===== config.mk =====
export PLATFORM = sky130hd
export DESIGN_NAME = mem_dump_flat
export DESIGN_NICKNAME = d
export VERILOG_FILES = /design/src/rtl/mem_dump_if.sv /design/src/rtl/mem_dump.sv /design/src/flat_wrapper.sv
export SDC_FILE = /design/constraint.sdc
export NUM_CORES = 1
export LEC_CHECK = 0
export ABC_CLOCK_PERIOD_IN_PS = 1300
export CAP_MARGIN = 10
export CORE_UTILIZATION = 36
export DETAILED_ROUTE_END_ITERATION = 16
export MAX_ROUTING_LAYER = met4
export PLACE_DENSITY = 0.84
export SLEW_MARGIN = 20
export SYNTH_ARGS = -nofsm -noshare
export SYNTH_HDL_FRONTEND = slang
export SYNTH_SLANG_ARGS = --single-unit

===== constraint.sdc =====
create_clock -name clk -period 1.3 [get_ports clk]
set_input_delay 0.325 -clock clk [delete_from_list [all_inputs] [get_ports clk]]
set_output_delay 0.325 -clock clk [all_outputs]
set_load 0.02 [all_outputs]

===== src/rtl/mem_dump_if.sv =====
// mem_dump_if: RAM port-B and output stream signals of the readback engine.
//   RAM_Addr  engine -> RAM   byte address (bits [11:2] used by the RAM)
//   RAM_Data  RAM -> engine   read data, updated on the RAM's falling-edge read
//   MemRW     engine -> RAM   write enable (the engine never writes)
//   out_data  engine -> sink  stream word
//   out_valid engine -> sink  out_data is valid
//   out_ready sink -> engine  sink accepts when high together with out_valid
interface mem_dump_if;
  logic [31:0] RAM_Addr;
  logic [31:0] RAM_Data;
  logic        MemRW;
  logic [31:0] out_data;
  logic        out_valid;
  logic        out_ready;

  modport master (
    output RAM_Addr, MemRW, out_data, out_valid,
    input  RAM_Data, out_ready
  );

  modport slave (
    input  RAM_Addr, MemRW, out_data, out_valid,
    output RAM_Data, out_ready
  );
endinterface


===== src/rtl/mem_dump.sv =====
// mem_dump: reads WORDS consecutive 32-bit words from RAM port B starting at
// BASE_ADDR and streams them over a valid/ready interface.
// Ports:
//   clk    system clock, rising edge
//   rst    asynchronous active-low reset
//   start  level, sampled in IDLE; a held start yields only one dump
//   busy   high in ISSUE/CAPTURE/SEND
//   done   high in DONE
//   bus    mem_dump_if.master: RAM_Addr/RAM_Data/MemRW, out_data/valid/ready
// Optional feature macro: MEM_DUMP_CHECKSUM_EN appends a mod-2^32 sum of the
// data words as one extra trailer beat before DONE.
module mem_dump #(
  parameter logic [31:0] BASE_ADDR = 32'h0000_0000,
  parameter int          WORDS     = 256
) (
  input  logic        clk,
  input  logic        rst,
  input  logic        start,
  output logic        busy,
  output logic        done,
  mem_dump_if.master  bus
);

  localparam int IW = (WORDS > 1) ? $clog2(WORDS) : 1;
  localparam logic [IW-1:0] LAST = IW'(WORDS - 1);

  localparam logic [2:0] S_IDLE    = 3'd0;
  localparam logic [2:0] S_ISSUE   = 3'd1;
  localparam logic [2:0] S_CAPTURE = 3'd2;
  localparam logic [2:0] S_SEND    = 3'd3;
  localparam logic [2:0] S_DONE    = 3'd4;

  logic [2:0]    state_q, state_d;
  logic [IW-1:0] idx_q, idx_d;
  logic [31:0]   data_q, data_d;

`ifdef MEM_DUMP_CHECKSUM_EN
  logic [31:0] sum_q, sum_d;
  logic        trail_q, trail_d;   // current SEND beat is the checksum trailer
`endif

  always_comb begin
    state_d = state_q;
    idx_d   = idx_q;
    data_d  = data_q;
`ifdef MEM_DUMP_CHECKSUM_EN
    sum_d   = sum_q;
    trail_d = trail_q;
`endif
    case (state_q)
      S_IDLE: begin
        idx_d = '0;
        if (start) begin
          state_d = S_ISSUE;
`ifdef MEM_DUMP_CHECKSUM_EN
          sum_d   = '0;
          trail_d = 1'b0;
`endif
        end
      end
      S_ISSUE:   state_d = S_CAPTURE;
      S_CAPTURE: begin
        data_d  = bus.RAM_Data;
        state_d = S_SEND;
      end
      S_SEND: begin
        if (bus.out_ready) begin
`ifdef MEM_DUMP_CHECKSUM_EN
          if (trail_q) begin
            state_d = S_DONE;
          end else begin
            sum_d = sum_q + data_q;
            if (idx_q == LAST) begin
              // stay in SEND and present the sum as the trailer beat
              trail_d = 1'b1;
              data_d  = sum_q + data_q;
            end else begin
              idx_d   = idx_q + IW'(1);
              state_d = S_ISSUE;
            end
          end
`else
          if (idx_q == LAST) begin
            state_d = S_DONE;
          end else begin
            idx_d   = idx_q + IW'(1);
            state_d = S_ISSUE;
          end
`endif
        end
      end
      S_DONE: begin
        if (!start) begin
          state_d = S_IDLE;
          idx_d   = '0;   // so RAM_Addr already reads BASE_ADDR in IDLE
        end
      end
      default: begin
        state_d = S_IDLE;
        idx_d   = '0;
      end
    endcase
  end

  always_ff @(posedge clk or negedge rst) begin
    if (!rst) begin
      state_q <= S_IDLE;
      idx_q   <= '0;
      data_q  <= '0;
    end else begin
      state_q <= state_d;
      idx_q   <= idx_d;
      data_q  <= data_d;
    end
  end

`ifdef MEM_DUMP_CHECKSUM_EN
  always_ff @(posedge clk or negedge rst) begin
    if (!rst) begin
      sum_q   <= '0;
      trail_q <= 1'b0;
    end else begin
      sum_q   <= sum_d;
      trail_q <= trail_d;
    end
  end
`endif

  // Address follows the registered index; it is stable through ISSUE and
  // CAPTURE so the falling-edge RAM read lands inside the window.
  assign bus.RAM_Addr  = BASE_ADDR + (32'(idx_q) << 2);
  assign bus.MemRW     = 1'b0;
  assign bus.out_data  = data_q;
  assign bus.out_valid = (state_q == S_SEND);
  assign busy = (state_q == S_ISSUE) || (state_q == S_CAPTURE) || (state_q == S_SEND);
  assign done = (state_q == S_DONE);

endmodule

===== src/flat_wrapper.sv =====
// flat-port wrapper written by rule: the top's interface ports become plain ports
module mem_dump_flat 
#(
  parameter logic [31:0] BASE_ADDR = 32'h0000_0000,
  parameter int          WORDS     = 256
)
  (clk, rst, start, busy, done, bus_RAM_Addr, bus_MemRW, bus_out_data, bus_out_valid, bus_RAM_Data, bus_out_ready);
  mem_dump_if bus_i ();
  input  logic clk;
  input  logic rst;
  input  logic start;
  output logic busy;
  output logic done;
  output wire logic [$bits(bus_i.RAM_Addr)-1:0] bus_RAM_Addr;
  output wire logic [$bits(bus_i.MemRW)-1:0] bus_MemRW;
  output wire logic [$bits(bus_i.out_data)-1:0] bus_out_data;
  output wire logic [$bits(bus_i.out_valid)-1:0] bus_out_valid;
  input wire logic [$bits(bus_i.RAM_Data)-1:0] bus_RAM_Data;
  input wire logic [$bits(bus_i.out_ready)-1:0] bus_out_ready;
  assign bus_RAM_Addr = bus_i.RAM_Addr;
  assign bus_MemRW = bus_i.MemRW;
  assign bus_out_data = bus_i.out_data;
  assign bus_out_valid = bus_i.out_valid;
  assign bus_i.RAM_Data = bus_RAM_Data;
  assign bus_i.out_ready = bus_out_ready;
  mem_dump #(.BASE_ADDR(BASE_ADDR), .WORDS(WORDS)) u_core (.clk(clk), .rst(rst), .start(start), .busy(busy), .done(done), .bus(bus_i));
endmodule

# Word-level counts from Yosys, hierarchy flattened
# Index checks and enable logic that the tools add are counted.
# word_totals
register_bits	43
out_inout_bits	68
word_cells	29
inputBits	36
# classes
n_bitwise	1
n_reduce_logical	6
n_eq_ne	9
muxes	9
n_addsub	1
# op_table
cell	count
8-bit 2-to-1 mux	3
8-bit case mux with 3 select lines	1
3-bit case mux with 5 select lines	1
3-bit 2-to-1 mux	4
8-bit by 1-bit adder with 8-bit output (second input constant)	1
8-bit == test (second input constant)	1
3-bit by 2-bit == test with 1-bit output (second input constant)	2
2-bit inequality test (second input constant)	3
4-bit AND reduction	1
3-bit by 1-bit == test with 1-bit output (second input constant)	1
3-bit == test (second input constant)	1
3-bit logical NOT	1
3-bit AND reduction	1
1-bit logical OR	2
2-bit by 1-bit inequality test with 1-bit output (second input constant)	1
2-bit OR reduction	1
1-bit NOT	1

# Depth between registers and ports, before layout
# Gate-level depths: netlist of run 1.
# logic_depth
ltp_word	4
mapped_depth	5
mapped_depth_nobuf	5

# Worst setup path before layout of run 1
# No wires, ideal clock.
# synth_timing
path_type	register -> register
start	register u_core.idx_q[0]
end	register u_core.state_q[0]
period_less_slack_ns	1.488
setup_ns	0.128
path_slack_ns	-0.188
stages_incl_launch_ff	6
arrival_ns	1.360
n_path_buf	0
required_time_ns	1.172
cell_sequence	dfrtp_1 > ha_1 > nand3_1 > or2_2 > o21ai_0 > a21oi_1
# synth_via
elab_chain_len	4
# synth_rtl
item	line	rtl
from (decl)	mem_dump.sv:34	logic [IW-1:0] idx_q, idx_d;
from (signal assigned)	mem_dump.sv:112	idx_q <= idx_d;
8-bit == test	mem_dump.sv:83	if (idx_q == LAST) begin
3-bit 2-to-1 mux	mem_dump.sv:83	
3-bit 2-to-1 mux	mem_dump.sv:67	if (bus.out_ready) begin
3-bit case mux with 5 select lines	mem_dump.sv:50	case (state_q)
to (signal assigned)	mem_dump.sv:111	state_q <= state_d;
to (decl)	mem_dump.sv:33	logic [2:0] state_q, state_d;
# Every way passes these cells. The select of a mux whose other input is x is not followed.
# A chain may end at the register's enable or synchronous reset.

# Final worst setup path of run 1
# layout_timing
start	register u_core.state_q[2]
end	output port bus_out_valid
# layout_via
elab_chain_len	1
# layout_rtl
item	line	rtl
3-bit by 2-bit == test with 1-bit output	mem_dump.sv:134	assign bus.out_valid = (state_q == S_SEND);
to (decl)	flat_wrapper.sv:17	output wire logic [$bits(bus_i.out_valid)-1:0] bus_out_valid;
# Every way passes these cells.

==> impl_metrics.toml, run 1 <==
[clock_network]
clk_pin_slew_ns = 0.08
htreeDepth = 2
cts-root-buf = "clkbuf_8"
clk_latency_ns = 0.28
cts_tree = "built"
cts_buffers = 5
clk_path_buf_depth = 2
cts_sinks = 43
hold_buffers = 0

[critical_path]
cp_common_cell = "buf_6"
worst_path_largest_cell_delay_ns = 0.40
crit_slowest_cell = "dfrtp_1"
crit_family = "flip-flops"
cp_data_required_time_ns = 0.98
crit_fanout = 3
crit_cells = 3
rr_worst_depth = 6
cp_num_buf_inv = 2
start_kind = "flip-flop"
critPathKind = "flip-flop to output pin"
crit_chain = "buf_6 > and3b_2 > buf_6"
cp.arrival_ns = 1.20
cp-end-kind = "output pin"

[cells_and_area]
n_fill_cell = 453
fin_util_pct = 59.6
nNetsFinal = 306
area_delta_synth_final_pct = 59.7
drive_above_1_share_pct = 53.5
diodes = 0
design_area_sq_mm = 0.00326

[floorplan]
die_y_microns = 77.3
dieArea_sq_mm = 0.00598
core_area_sq_mm = 0.00547
initial_core_util_pct = 37.3
rows = 27
die_x_microns = 77.3
ioPinCount = 104

[synth]
ys_top_cells_by_area = "dfrtp_1 53%, mux2_2 17%, buf_4 9.2%"
syn_area_sq_mm = 0.00204
yosysTopAreaCell = "dfrtp_1"
yosys_most_used_dff = "dfrtp_1"
yosys_register_bits = 43
synth_top_area_share_pct = 52.7
synth_warnings = 0
syn_inst = 160
avgSynthCellArea_sq_um = 12.8
ys_seq_area_share_pct = 52.7
synth_cell_types = 37
async_flop_share_pct = 100
synth_edf_count = 0

[power_and_ir_drop]
p_total_uw = 7870
leakagePower_uw = 0.00153
p_per_area_mw_per_mm2 = 2410
vdd_ir_drop_max_mv = 1.20

[timing]
hold_viol = 0
skew_ns = 0.00549
drv_slew = 0
setup_ws_ns = -0.221
grt_setup_unrepaired = "true"
fin_crit_sh_pct = 117
period_needed_ns = 1.52
setup_viol = 43
fmax_ghz = 0.658

[status]
violations = "setup timing"
status = "finished with violations"

[global_routing]
grt_pass1_vias = 1555
grt_pass1_wl_microns = 7740
grt_max_degree = 44
track_usage_pct = 16.9
grt_antenna_before_repair = 0
grt_overflow_total = 0

[routing]
wl_met2_microns = 2350
avgRoutedWirePerCell_microns = 14.3
ant_nets = 0
dr_total_vias = 1558
met3_length_microns = 304
route.detailed.drc = 0
vias_per_cell = 4.57
first_iter_violations = 48
top_layer = "met4"
drt-met1-wl_microns = 2200
dr.pass1.iters = 4
wl_microns = 4880

[run]
max_cap_violations = 0

[place]
placed_area_sq_mm = 0.00297
io_buffers = 78
dpl.hpwl_microns = 2940
place_congestion = 0.896

[min_path]
hold_path_class = "input pin to asynchronous set/reset pin"
==> cell usage in the layout (no fill, tap or decap), types with 5 or more instances in the layout <==
cell type        instances
a21oi_2                  5
buf_2                    9
buf_4                   13
buf_6                   13
clkbuf_2                26
clkbuf_8                 6
clkdlybuf4s15_2          5
clkdlybuf4s50_1         34
conb_1                  25
dfrtp_1                 38
dfrtp_2                  5
mux2_4                  28
==> area by class of cell <==
cell class              count  area (sq um)  share of cell area [%]
flip-flops and latches     43          1080                    33.2
clock buffers               6          82.6                    2.53
repair buffers            107           958                    29.4
multi-input cells         107          1020                    31.4
well taps                  72          90.1                    2.76
clock inverters             1          5.00                   0.153
inverters                   5          18.8                   0.575
==> path summary, 6_finish.rpt <==
kind / startpoint / endpoint / slack (ns)
worst max register to register: u_core.state_q[2] / u_core.bus.out_data[19] / -0.21
worst min-delay path: rst / u_core.bus.out_data[11] / 0.007
max in group asynchronous: rst / u_core.idx_q[2] / 1.08
worst max-delay path: u_core.state_q[2] / bus_out_valid / -0.22
worst min register to register: u_core.bus.out_data[17] / u_core.bus.out_data[17] / 0.51
min in group clk: u_core.bus.out_data[17] / u_core.bus.out_data[17] / 0.51
==> power breakdown <==
part           switching [uW]  internal, uW
logic                    2170          2500
clock network             428           417
registers                 381          1970
==> layer usage <==
layer | track usage (%) | up-vias
li1 | - | 733
met1 | 21.9 | 753
met2 | 27.0 | 70
met3 | 3.93 | 2
met4 | 3.40 | 0
met5 | - | -
==> stage by stage <==
stage               setup slack (ns)  hold WS [ns]  std cells  TNS (ns)
floorplan                    -0.0705        0.0294        184     -2.13
global placement              -0.316         0.319        322    -10.13
detailed placement            -0.348         0.317        322    -11.50
CTS                           -0.257       0.00677        339     -8.20
global route                  -0.266        0.0260        341     -8.63
finish                        -0.221       0.00715        341     -6.92
==> cells in the mapped netlist, types with 2 or more instances <==
cell type,number
mux2_1,2
a21oi_1,9
buf_4,25
mux2_2,30
nor2_1,4
dfrtp_1,43
nand2_1,4
buf_6,3
o21ai_0,3
nand3_1,4
and3_1,2
o31ai_1,2
inv_1,5
==> kinds of logic (layout without fill, tap and decap cells) <==
family | after synthesis | in the layout | share of synthesized area, %
adders and majority gates | 1 | 1 | 0.613
buffers and inverters | 34 | 119 | 12.4
DFF | 43 | 43 | 52.7
muxes | 33 | 33 | 18.1
other | 1 | 25 | 0.184
and+or+nand+nor | 24 | 24 | 7.66
AOI/OAI and AO/OA | 24 | 24 | 8.27
==> registers in the layout, summed over array words and instances (netlist names) <==
register             flops
u_core.idx_q             8
u_core.state_q           3
u_core.bus.out_data     32
==> repair_timing <==
action                     4_1_cts  5_1_grt
gates cloned                     2        1
setup endpoints to repair       84       75
buffers inserted                 9        3
gates resized for setup        145       68
pin swaps                        6        7
No activity file was read; power rests on OpenSTA's default activity.
==> run 2, diff against run 1 <==
--- a/config.mk
+++ b/config.mk
@@ -5,6 +5,7 @@
 export SDC_FILE = /design/constraint.sdc
 export NUM_CORES = 1
 export LEC_CHECK = 0
+export ABC_AREA = 1
 export ABC_CLOCK_PERIOD_IN_PS = 1300
 export CAP_MARGIN = 10
 export CORE_UTILIZATION = 36
==> run 2 against run 1 <==
Against the previous run:
- the flow still finishes with violations (setup timing)
- combinational power decreased by 19%
- via count increased by 4.6%
- clock power is 23% higher
- sequential cell count unchanged
- core utilization down 2.1 points
- first-iteration DRC count grew 4.2%
- global-route usage decreased by 1.5 points
- count of clock-buffer cells in the layout fell by 1
- design area fell by 1.8%
- register-to-register slack improved by 0.06 ns
==> impl_metrics.toml, run 2 <==
[status]
status = "finished with violations"
violations = "setup timing"

[power_and_ir_drop]
power_frac_comb_pct = 53.2
intPower_uw = 4270
vdd_ir_drop_max_mv = 1.21
p_per_area_mw_per_mm2 = 2210
power_frac_seq_pct = 32.1
p_sw_share_pct = 39.7
clockPowerShare_pct = 14.7
p_total_uw = 7080
leakagePower_uw = 0.00151
power_switching_uw = 2810

[synth]
yosys-top-cells-count = "45 x nand2_1, 43 x dfrtp_1, 32 x mux2_2, 25 x buf_4, 15 x nor2_1"
ys_top_cells_by_area = "dfrtp_1 51%, mux2_2 17%, buf_4 8.9%"
async_flop_share_pct = 100
synth_edf_count = 0
avgSynthCellArea_sq_um = 10.7
synth_warnings = 0
synth_cell_types = 23
syn_area_sq_mm = 0.00212
yosysTopAreaCell = "dfrtp_1"
ys_seq_area_share_pct = 50.8
yosys_most_used_dff = "dfrtp_1"
yosys_register_bits = 43
synth.most_common_cell = "nand2_1"
syn_inst = 198
synth_top_area_share_pct = 50.8

[global_routing]
grt_pass1_wl_microns = 7210
grt_overflow_total = 0
grt_antenna_before_repair = 0
grt_max_degree = 34
grt_pass1_vias = 1637
track_usage_pct = 15.4

[critical_path]
cp_data_required_time_ns = 0.98
critPathKind = "flip-flop to output pin"
crit_fanout = 4
start_kind = "flip-flop"
cp-end-kind = "output pin"
r2r-start = "u_core.state_q[2]"
critPathLaunch = "u_core.state_q[1]"
cp.arrival_ns = 1.13

[routing]
first_iter_violations = 50
avgRoutedWirePerCell_microns = 12.6
vias_per_cell = 4.32
dr.pass1.iters = 4
wl_microns = 4740
route.detailed.drc = 0
dr_total_vias = 1629
ant_nets = 0

[timing]
whs_ns = 0.441
fmax_ghz = 0.688
setup_ws_ns = -0.152
hold_viol = 0
period_needed_ns = 1.45
fin_crit_sh_pct = 112
skew_ns = 0.00527
drv_slew = 0
grt_setup_unrepaired = "true"
setup_viol = 45

[cells_and_area]
n_fill_cell = 474
largest_register_ffs = 32
fin_util_pct = 57.5
diodes = 0
layout_commonest_cell = "nand2_1"
nNetsFinal = 341
drive_above_1_share_pct = 43.3
final_cell_mix = "44 x nand2_1, 38 x dfrtp_1, 34 x clkdlybuf4s50_1, 32 x mux2_2, 25 x conb_1"
area_delta_synth_final_pct = 51.3

[clock_network]
clk_pin_slew_ns = 0.08
cts_tree = "built"
cts-root-buf = "clkbuf_8"
cts_buffers = 5
cts_sinks = 43
clk_latency_ns = 0.29
clk_path_buf_depth = 2
htreeDepth = 2

[min_path]
hold_path_class = "input pin to asynchronous set/reset pin"

[floorplan]
initial_core_util_pct = 38.0
dieArea_sq_mm = 0.00619
core_area_sq_mm = 0.00557
rows = 27
die_y_microns = 78.7
die_x_microns = 78.7
ioPinCount = 104

[run]
max_cap_violations = 0

[place]
dpl.hpwl_microns = 3330
place_congestion = 0.799
io_buffers = 78
==> run 2: cell types whose count changed after synthesis, moves of 2 or more <==
cell / change
nand2_1: +41
nor2_1: +11
a21oi_1: -9
nand2_4: +4
nor2_2: +3
and3_1: -2
inv_1: +2
mux2_1: -2
mux2_2: +2
nand2_2: +2
nor2_4: +2
o21ai_0: -2
o31ai_1: -2
==> run 2: kinds of logic after synthesis <==
group           share of synthesized area, %
other cells                            0.177
mux                                     17.0
compound gates                         0.945
flops                                   50.8
fa+ha+maj                              0.591
xor+xnor                               0.414
buf+inv                                 12.0
simple gates                            18.0
==> run 2: worst max-delay path, stage by stage, from the launching register on <==
cell	delay (ns)
dfrtp_2	0.46
nand2_1	0.12
nor2_4	0.11
buf_4	0.15
==> run 2: repair_timing <==
action                                 in CTS  in global routing
setup endpoints to repair                  85                 68
buffers inserted                            2                  1
hold buffers                                1                  0
pin swaps                                   2                  9
cloned                                      0                  2
resized for setup                         134                 29
endpoints found under the hold margin      10                  0
==> run 2: path summary, 6_finish.rpt <==
path	endpoint	slack, ns	depth (start not counted)
setup / recovery	bus_out_valid	-0.15	3
hold reg to reg	u_core.bus.out_data[21]	0.51	1
hold / removal	u_core.bus.out_data[9]	0.44	2
max in group asynchronous	u_core.idx_q[3]	0.39	3
setup reg to reg	u_core.bus.out_data[8]	-0.15	6
min in group clk	u_core.bus.out_data[21]	0.51	1
==> run 2: power by group through the flow <==
| stage | Clock [uW] | Combinational [uW] | Sequential (uW) |
|---|---|---|---|
| after floorplan | 0 | 1560 | 2920 |
| after global placement | 0 | 3840 | 2220 |
| after detailed placement | 0 | 3890 | 2270 |
| after CTS | 1070 | 3810 | 2240 |
| after global routing | 1130 | 4040 | 2330 |
| final | 1040 | 3770 | 2270 |
==> run 2: per-stage QoR <==
step	setup slack (ns)	TNS, ns	cells	cell area [sq um]
finish	-0.152	-5.65	377	3200
global route	-0.208	-8.27	377	3200
floorplan	0.00237	0	222	2240
CTS	-0.148	-5.19	374	3250
detailed placement	-0.301	-7.70	363	3060
global placement	-0.311	-6.51	363	3060
==> run 2: cell type report <==
cell class	count	area [sq um]	area share, %
clock buffer	5	68.8	2.15
inverter	9	38.8	1.21
timing repair buffer	103	932	29.1
sequential	43	1080	33.8
clock inverter	3	43.8	1.37
multi-input combinational	142	948	29.6
tap	72	90.1	2.81
==> run 2: per-layer routing <==
| metal | up-vias | global-route usage [%] | routed length [microns] | share of wire (%) |
|---|---|---|---|---|
| met3 | 2 | 3.56 | 238 | 5.0 |
| met4 | 0 | 4.81 | 15 | 0.32 |
| met5 | - | - | 0 | 0 |
| li1 | 796 | - | - | - |
| met2 | 53 | 28.1 | 2570 | 54 |
| met1 | 778 | 16.5 | 1910 | 40 |
==> run 3, diff against run 2 <==
--- a/config.mk
+++ b/config.mk
@@ -12,7 +12,7 @@
 export DETAILED_ROUTE_END_ITERATION = 16
 export MAX_ROUTING_LAYER = met4
 export PLACE_DENSITY = 0.84
-export SLEW_MARGIN = 20
+export SETUP_SLACK_MARGIN = 0.4
 export SYNTH_ARGS = -nofsm -noshare
 export SYNTH_HDL_FRONTEND = slang
 export SYNTH_SLANG_ARGS = --single-unit
==> run 3 against run 2 <==
Against the previous run:
- the run ends with hold timing, setup timing left
- sequential share of layout area shrank 1.6 points
- worst setup slack gained 0.038 ns
- clock skew is essentially flat
- via count grew 2.0%
- total power grew 8.8%
- largest power group unchanged
- sequential cell count is the same
- cell count grew 0.80%
- die area is the same
- hold slack lost 0.44 ns
- first-iteration DRC count grew 54%
- wire length shrank 2.1%
==> impl_metrics.toml, run 3 (same netlist as run 2, synthesis figures left out) <==
[status]
status = "finished with violations"
violations = "hold timing, setup timing"

[routing]
route.detailed.drc = 0
vias_per_cell = 4.37
wl_microns = 4640
first_iter_violations = 77
avgRoutedWirePerCell_microns = 12.2
dr.pass1.iters = 4
ant_nets = 0
dr_total_vias = 1661

[critical_path]
critPathKind = "flip-flop to output pin"
start_kind = "flip-flop"
critPathLaunch = "u_core.state_q[0]"
cp_data_required_time_ns = 0.98
cp-end-kind = "output pin"
r2r-start = "u_core.state_q[2]"
cp.arrival_ns = 1.09
crit_fanout = 4

[floorplan]
ioPinCount = 104
rows = 27
dieArea_sq_mm = 0.00619
die_y_microns = 78.7
die_x_microns = 78.7
initial_core_util_pct = 38.0
core_area_sq_mm = 0.00557

[timing]
setup_viol = 43
skew_ns = 0.00534
fin_crit_sh_pct = 109
hold_viol = 6
whs_ns = -0.000607
grt_setup_unrepaired = "true"
setup_ws_ns = -0.114
drv_slew = 0
period_needed_ns = 1.41
fmax_ghz = 0.707

[run]
max_cap_violations = 0

[place]
placed_area_sq_mm = 0.00309
io_buffers = 78
dpl.hpwl_microns = 3330
place_congestion = 0.785

[power_and_ir_drop]
vdd_ir_drop_max_mv = 1.21
p_per_area_mw_per_mm2 = 2280
leakagePower_uw = 0.00159
p_total_uw = 7700

[min_path]
hold_path_class = "input pin to asynchronous set/reset pin"

[cells_and_area]
design_area_sq_mm = 0.00337
diodes = 0
layout_commonest_cell = "buf_6"
area_delta_synth_final_pct = 59.2
nNetsFinal = 344
drive_above_1_share_pct = 46.4
regArea_sq_mm = 0.00108
final_cell_mix = "49 x buf_6, 43 x nand2_1, 36 x dfrtp_1, 34 x clkdlybuf4s50_1, 32 x mux2_2"
multi_input_area_sq_um = 955
n_fill_cell = 478
largest_register_ffs = 32

[clock_network]
clk_pin_slew_ns = 0.09
cts-root-buf = "clkbuf_8"
clk_path_buf_depth = 2
cts_sinks = 43
htreeDepth = 2
cts_tree = "built"
cts_buffers = 5
clk_latency_ns = 0.29
hold_buffers = 0

[global_routing]
track_usage_pct = 16.2
grt_pass1_vias = 1706
grt_pass1_wl_microns = 7600
grt_antenna_before_repair = 0
grt_overflow_total = 0
grt_max_degree = 44
run 3: area by class of cell:
cell class / instances / area share [%]
clock inverter: 3 / 1.30
inverter: 9 / 1.04
clock buffer: 5 / 2.04
sequential: 43 / 32.2
tap: 72 / 2.67
multi-input combinational: 142 / 28.3
timing repair buffer: 106 / 32.5
run 3: layer usage:
| layer | part of all wire [%] | GRT usage (%) | wire length [microns] |
|---|---|---|---|
| met2 | 54 | 27.2 | 2530 |
| met5 | 0 | - | 0 |
| met4 | 0.95 | 5.74 | 44 |
| met1 | 40 | 18.8 | 1870 |
| met3 | 4.3 | 4.02 | 199 |
run 3: metrics by stage:
step           setup TNS (ns)  hold slack (ns)  setup WS (ns)  cells  util, %
2_1_floorplan               0           0.0294         0.0200    222        -
3_3_place_gp            -4.52            0.322         -0.228    363     55.4
3_5_place_dp            -5.47            0.322         -0.247    363     55.4
4_1_cts                 -2.32         0.000167         -0.116    375     59.5
5_1_grt                 -4.78        0.0000262         -0.177    380     60.5
6_report                -2.47        -0.000607         -0.114    380     60.5
run 3: power breakdown:
part | internal, uW | total [uW] | switching [uW]
Combinational | 2310 | 4290 | 1970
Sequential | 1930 | 2370 | 439
Clock | 573 | 1050 | 476
Total | 4810 | 7700 | 2890
run 3: timing repair:
action                     in CTS  in global routing
buffers inserted                4                  5
setup endpoints to repair      86                 86
pin swaps                       6                 11
resized for setup             269                  5
run 3: final timing paths:
check | to | slack (ns) | cells past startpoint
max | done | -0.11 | 2
min | u_core.state_q[0] | -0.0006 | 2
max reg2reg | u_core.idx_q[4] | -0.08 | 9
min reg2reg | u_core.bus.out_data[16] | 0.53 | 1
max in group asynchronous | u_core.idx_q[0] | 1.08 | 2
min in group clk | u_core.bus.out_data[16] | 0.53 | 1
run 3: worst max-delay path, stage by stage, from the launching register on:
cell	delay [ns]
dfrtp_2	0.46
nor3_2	0.18
buf_4	0.16
